==> src/rtl/numbers_select_feeder.sv <==
// Packs a serial stream of NUM_W-bit numbers into one operand word, then sweeps a
// selector index 0..SWEEP_LAST over that word through a valid/ready handshake.
module numbers_select_feeder #(
  parameter int unsigned NUM_CNT    = 4,
  parameter int unsigned NUM_W      = 4,
  parameter int unsigned IDX_W      = 4,
  parameter int unsigned SWEEP_LAST = 4
) (
  input  logic                     clk,
  input  logic                     rst,
  input  logic                     in_valid,
  output logic                     in_ready,
  input  logic [NUM_W-1:0]         in_nib,
  output logic                     out_valid,
  input  logic                     out_ready,
  output logic [NUM_CNT*NUM_W-1:0] data_in,
  output logic [IDX_W-1:0]         idx,
  output logic                     busy,
  output logic                     frame_done
);

  localparam int unsigned WORD_W = NUM_CNT * NUM_W;
  localparam int unsigned CNT_W  = (NUM_CNT > 1) ? $clog2(NUM_CNT) : 1;
  localparam logic [CNT_W-1:0] CNT_LAST = CNT_W'(NUM_CNT - 1);
  localparam logic [IDX_W-1:0] IDX_LAST = IDX_W'(SWEEP_LAST);

  // The sweep counter must never need to wrap inside IDX_W.
  if (SWEEP_LAST >= (1 << IDX_W)) begin : g_bad_sweep_last
    $error("SWEEP_LAST does not fit in IDX_W bits");
  end

  typedef enum logic {
    FILL  = 1'b0,
    SWEEP = 1'b1
  } state_t;

  state_t            state;
  state_t            state_next;
  logic [CNT_W-1:0]  count;
  logic [CNT_W-1:0]  count_next;
  logic [WORD_W-1:0] shadow;
  logic [WORD_W-1:0] shadow_next;
  logic [WORD_W-1:0] data_next;
  logic [IDX_W-1:0]  idx_next;
  logic              done_next;
  logic              in_fire;
  logic              out_fire;

  // Handshake outputs decode straight from state so reset drops them at once.
  assign in_ready  = (state == FILL) && !rst;
  assign out_valid = (state == SWEEP);
  assign busy      = (state == SWEEP);
  assign in_fire   = in_valid && in_ready;
  assign out_fire  = out_valid && out_ready;

  always_comb begin
    // NOTE: every signal driven here gets a default first, so no path leaves one
    // unassigned and no latch is inferred.
    state_next  = state;
    count_next  = count;
    shadow_next = shadow;
    data_next   = data_in;
    idx_next    = idx;
    done_next   = 1'b0;

    case (state)
      FILL: begin
        if (in_fire) begin
          // NOTE: blocking assignment here is deliberate: data_next below must see
          // the shadow word with this cycle's number already merged in.
          shadow_next[int'(count)*NUM_W +: NUM_W] = in_nib;
          if (count == CNT_LAST) begin
            data_next  = shadow_next;
            idx_next   = '0;
            count_next = '0;
            state_next = SWEEP;
          end else begin
            count_next = count + 1'b1;
          end
        end
      end

      SWEEP: begin
        if (out_fire) begin
          if (idx == IDX_LAST) begin
            state_next = FILL;
            done_next  = 1'b1;
          end else begin
            idx_next = idx + 1'b1;
          end
        end
      end

      default: state_next = FILL;
    endcase
  end

  // NOTE: sequential state uses non-blocking assignments only, so every register
  // samples the pre-edge values regardless of statement order.
  always_ff @(posedge clk or posedge rst) begin
    if (rst) begin
      state <= FILL;
      count <= '0;
    end else begin
      state <= state_next;
      count <= count_next;
    end
  end

  // NOTE: the shadow word is reset along with the rest so an aborted frame can
  // never leak stale numbers into the next operand word.
  always_ff @(posedge clk or posedge rst) begin
    if (rst) begin
      shadow     <= '0;
      data_in    <= '0;
      idx        <= '0;
      frame_done <= 1'b0;
    end else begin
      shadow     <= shadow_next;
      data_in    <= data_next;
      idx        <= idx_next;
      frame_done <= done_next;
    end
  end

endmodule

==> config.mk <==
export PLATFORM = sky130hd
export DESIGN_NAME = numbers_select_feeder
export DESIGN_NICKNAME = d
export VERILOG_FILES = /design/src/rtl/numbers_select_feeder.sv
export SDC_FILE = /design/constraint.sdc
export NUM_CORES = 1
export LEC_CHECK = 0
export ABC_AREA = 1
export CELL_PAD_IN_SITES_DETAIL_PLACEMENT = 1
export CELL_PAD_IN_SITES_GLOBAL_PLACEMENT = 2
export CORE_ASPECT_RATIO = 0.6
export CORE_UTILIZATION = 33
export CTS_CLUSTER_DIAMETER = 150
export DETAILED_ROUTE_END_ITERATION = 12
export PLACE_DENSITY_LB_ADDON = 0.1
export SLEW_MARGIN = 20
export SYNTH_ARGS = -nofsm -noshare
export SYNTH_HDL_FRONTEND = slang
export SYNTH_SLANG_ARGS = --single-unit
==> constraint.sdc <==
create_clock -name clk -period 5.1 [get_ports clk]
set_clock_uncertainty 0.2 [all_clocks]
set_input_delay 1.275 -clock clk [delete_from_list [all_inputs] [get_ports clk]]
set_output_delay 1.275 -clock clk [all_outputs]
set_load 0.02 [all_outputs]
==> reports/results.tsv <==
metric	value	unit
initial_core_util	35.0	%
critPathMaxStageDelay	0.61	ns
ctsHoldBuffers	0	
synth_fp_nets	271	
leakagePower	1.31	nW
cp.required	3.62	ns
routed_wl	5050	microns
yosysTopAreaCell	dfrtp_1	
path_class	in -> out	
reg2reg_to	data_in[5]$_DFFE_PP0P_	
netlist_area	2000	sq um
antenna_cells	0	
clock.fmax	253	MHz
antenna_found_initial	0	
cts_tree	yes	
cts_resized	0	
layout-drive-gt1-share	4.51	%
gp_congestion	0.758	
reg2reg_slack	2.84	ns
fin_crit_sh	77.4	%
crit_arrival	2.47	ns
final_util	43.3	%
max_cap_viol_count	0	
insertion_delay	0.29	ns
hp-class	reg -> reg	
cts_num_sinks	40	
grt_max_degree	41	
cts-root-buf	clkbuf_8	
die_w	102	microns
critPathSlowestCell	clkdlybuf4s50_1	
total_power	1.42	mW
ir_drop	0.221	mV
route.vias.total	1698	
maxSlewViolCount	0	
cts_setup_buffers	0	
rr_startpoint	count[0]$_DFFE_PP0P_	
synth-seq-cells	40	
yosys_warnings	0	
num_rows	21	
relSlewSlack	65.9	%
r2r_cells	8	
powerDensity	577	nW/um^2
finalHoldViolCount	0	
stdcell_area	2470	sq um
tns	0	ns
area_delta_synth_final	23.6	%
yosys-top-cells-area	dfrtp_1 50%, nand2_1 27%, ha_1 5.0%	
fin_nets	303	
postRouteAntennaNets	0	
rsz0062_at_grt	no	
grt_pass1_vias	1723	
grt_pass1_wl	8620	microns
stdcell_count	368	
pre_cts_ws	1.15	ns
clockBufferDepth	2	
cts.reportedPaths.clkPinSlew	0.08	ns
crit_path_start_kind	primary input	
netlist.area_leader.share	50.1	%
holdPathStages	2	
fp.dieH	62.3	microns
synth_seq_area_share	50.1	%
worst_pin_slew	0.511	ns
hold_start	data_in[12]$_DFFE_PP0P_	
post_drt_via_cell_ratio	4.61	
nFillCells	714	
critPathMaxFanout	2	
drt-initial-drc-count	60	
syn_area_per_cell	7.83	sq um
dieArea	6380	sq um
dp_hpwl	3570	microns
dp_cells	360	
setup_viol	0	
grt_util_all_layers	18.0	%
cp-end-kind	output port	
crit_top_cell	clkdlybuf4s50_1	
path_cells	clkdlybuf4s50_1 -> nor2_4 -> clkdlybuf4s50_1	
post_dp_cell_area	2360	sq um
whs	0.282	ns
h-tree-depth	2	
core-area	5700	sq um
status	complete, no violations	
synth_cell_types	18	
gr-total-overflow	0	
critPathBufInv	2	
avgRoutedWirePerCell	13.7	microns
cts_buffers	5	
crit_family	buffers and inverters	
min_period	3.95	ns
worst_slack	1.15	ns
hold_path_end	data_in[12]$_DFFE_PP0P_	
synthCells	255	
first_pass_iters	4	
drc	0	
numPortBuffers	31	
io_pins	32	
-- area by class of cell --
type                            count  area, sq um  area share (%)
Clock inverter                      2         35.0            1.42
Timing Repair Buffer               32          318            12.9
Tap cell                           80          100            4.06
Clock buffer                        6         72.6            2.94
Inverter                           16         70.1            2.84
Multi-Input combinational cell    192          871            35.3
Sequential cell                    40         1000            40.6
-- power by group --
group          internal (mW)  switching, mW  total [mW]
clock                  0.145          0.114       0.259
sequential             0.440         0.0996       0.539
combinational          0.249          0.377       0.626
total                  0.834          0.591        1.42
-- worst max-delay path by stage --
stage          start        to  slack, ns  cells after the start
2_1_floorplan    rst  in_ready       2.19                      1
6_report         rst  in_ready       1.15                      3
5_1_grt          rst  in_ready       1.12                      3
3_3_place_gp     rst  in_ready       1.16                      3
3_5_place_dp     rst  in_ready       1.15                      3
4_1_cts          rst  in_ready       1.15                      3
-- kinds of logic (layout without fill, tap and decap cells) --
kind of cell               after synthesis  count (layout)  synth area share (%)
AOI/OAI and AO/OA                       11              11                  2.76
xor gates and xnor gates                 1               1                 0.439
adders and majority gates                8               8                  5.01
buffers and inverters                   23              56                  6.27
DFF                                     40              40                  50.1
and+or+nand+nor                        172             172                  35.4
-- worst reg2reg max path: cells and delay by family (launching register included) --
kind                     cells  cell delay [ns]
buffers and inverters        2             0.24
AO/OA/AOI/OAI                1             0.26
AND/OR/NAND/NOR              4             0.63
adder cells (fa/ha/maj)      1             0.33
flip-flops                   1             0.56
-- cell usage after synthesis --
| master | count |
|---|---|
| inv_6 | 2 |
| nand4_1 | 5 |
| buf_2 | 2 |
| inv_1 | 14 |
| buf_4 | 2 |
| nand3_1 | 9 |
| nand2_1 | 143 |
| xnor2_1 | 1 |
| o21ai_0 | 11 |
| dfrtp_1 | 40 |
| ha_1 | 8 |
| clkbuf_1 | 1 |
| nand2_4 | 2 |
| nor2_1 | 8 |
| buf_6 | 1 |
| nand3b_1 | 4 |
| nor2_4 | 1 |
| buf_8 | 1 |
-- per-layer routing --
metal	vias up	track usage, %	share of wire, %
met5	-	0	0
li1	845	-	-
met3	8	4.28	3.1
met2	24	23.8	38
met4	0	6.43	1.4
met1	821	27.7	57
-- registers in the layout (all words and copies together), names as in the netlist --
signal and count:
frame_done 1, count 2, shadow 16, idx 4, busy 1, data_in 16
-- layout by cell type (no fill, tap or decap), types with 4 or more instances in the layout --
cell	Yosys	final
inv_1	14	14
nor2_1	8	8
clkdlybuf4s50_1	0	31
o21ai_0	11	11
nand3_1	9	9
nand2_1	143	143
dfrtp_1	40	40
nand4_1	5	5
ha_1	8	8
clkbuf_8	0	5
nand3b_1	4	4
(Power assumes the default switching activity.)
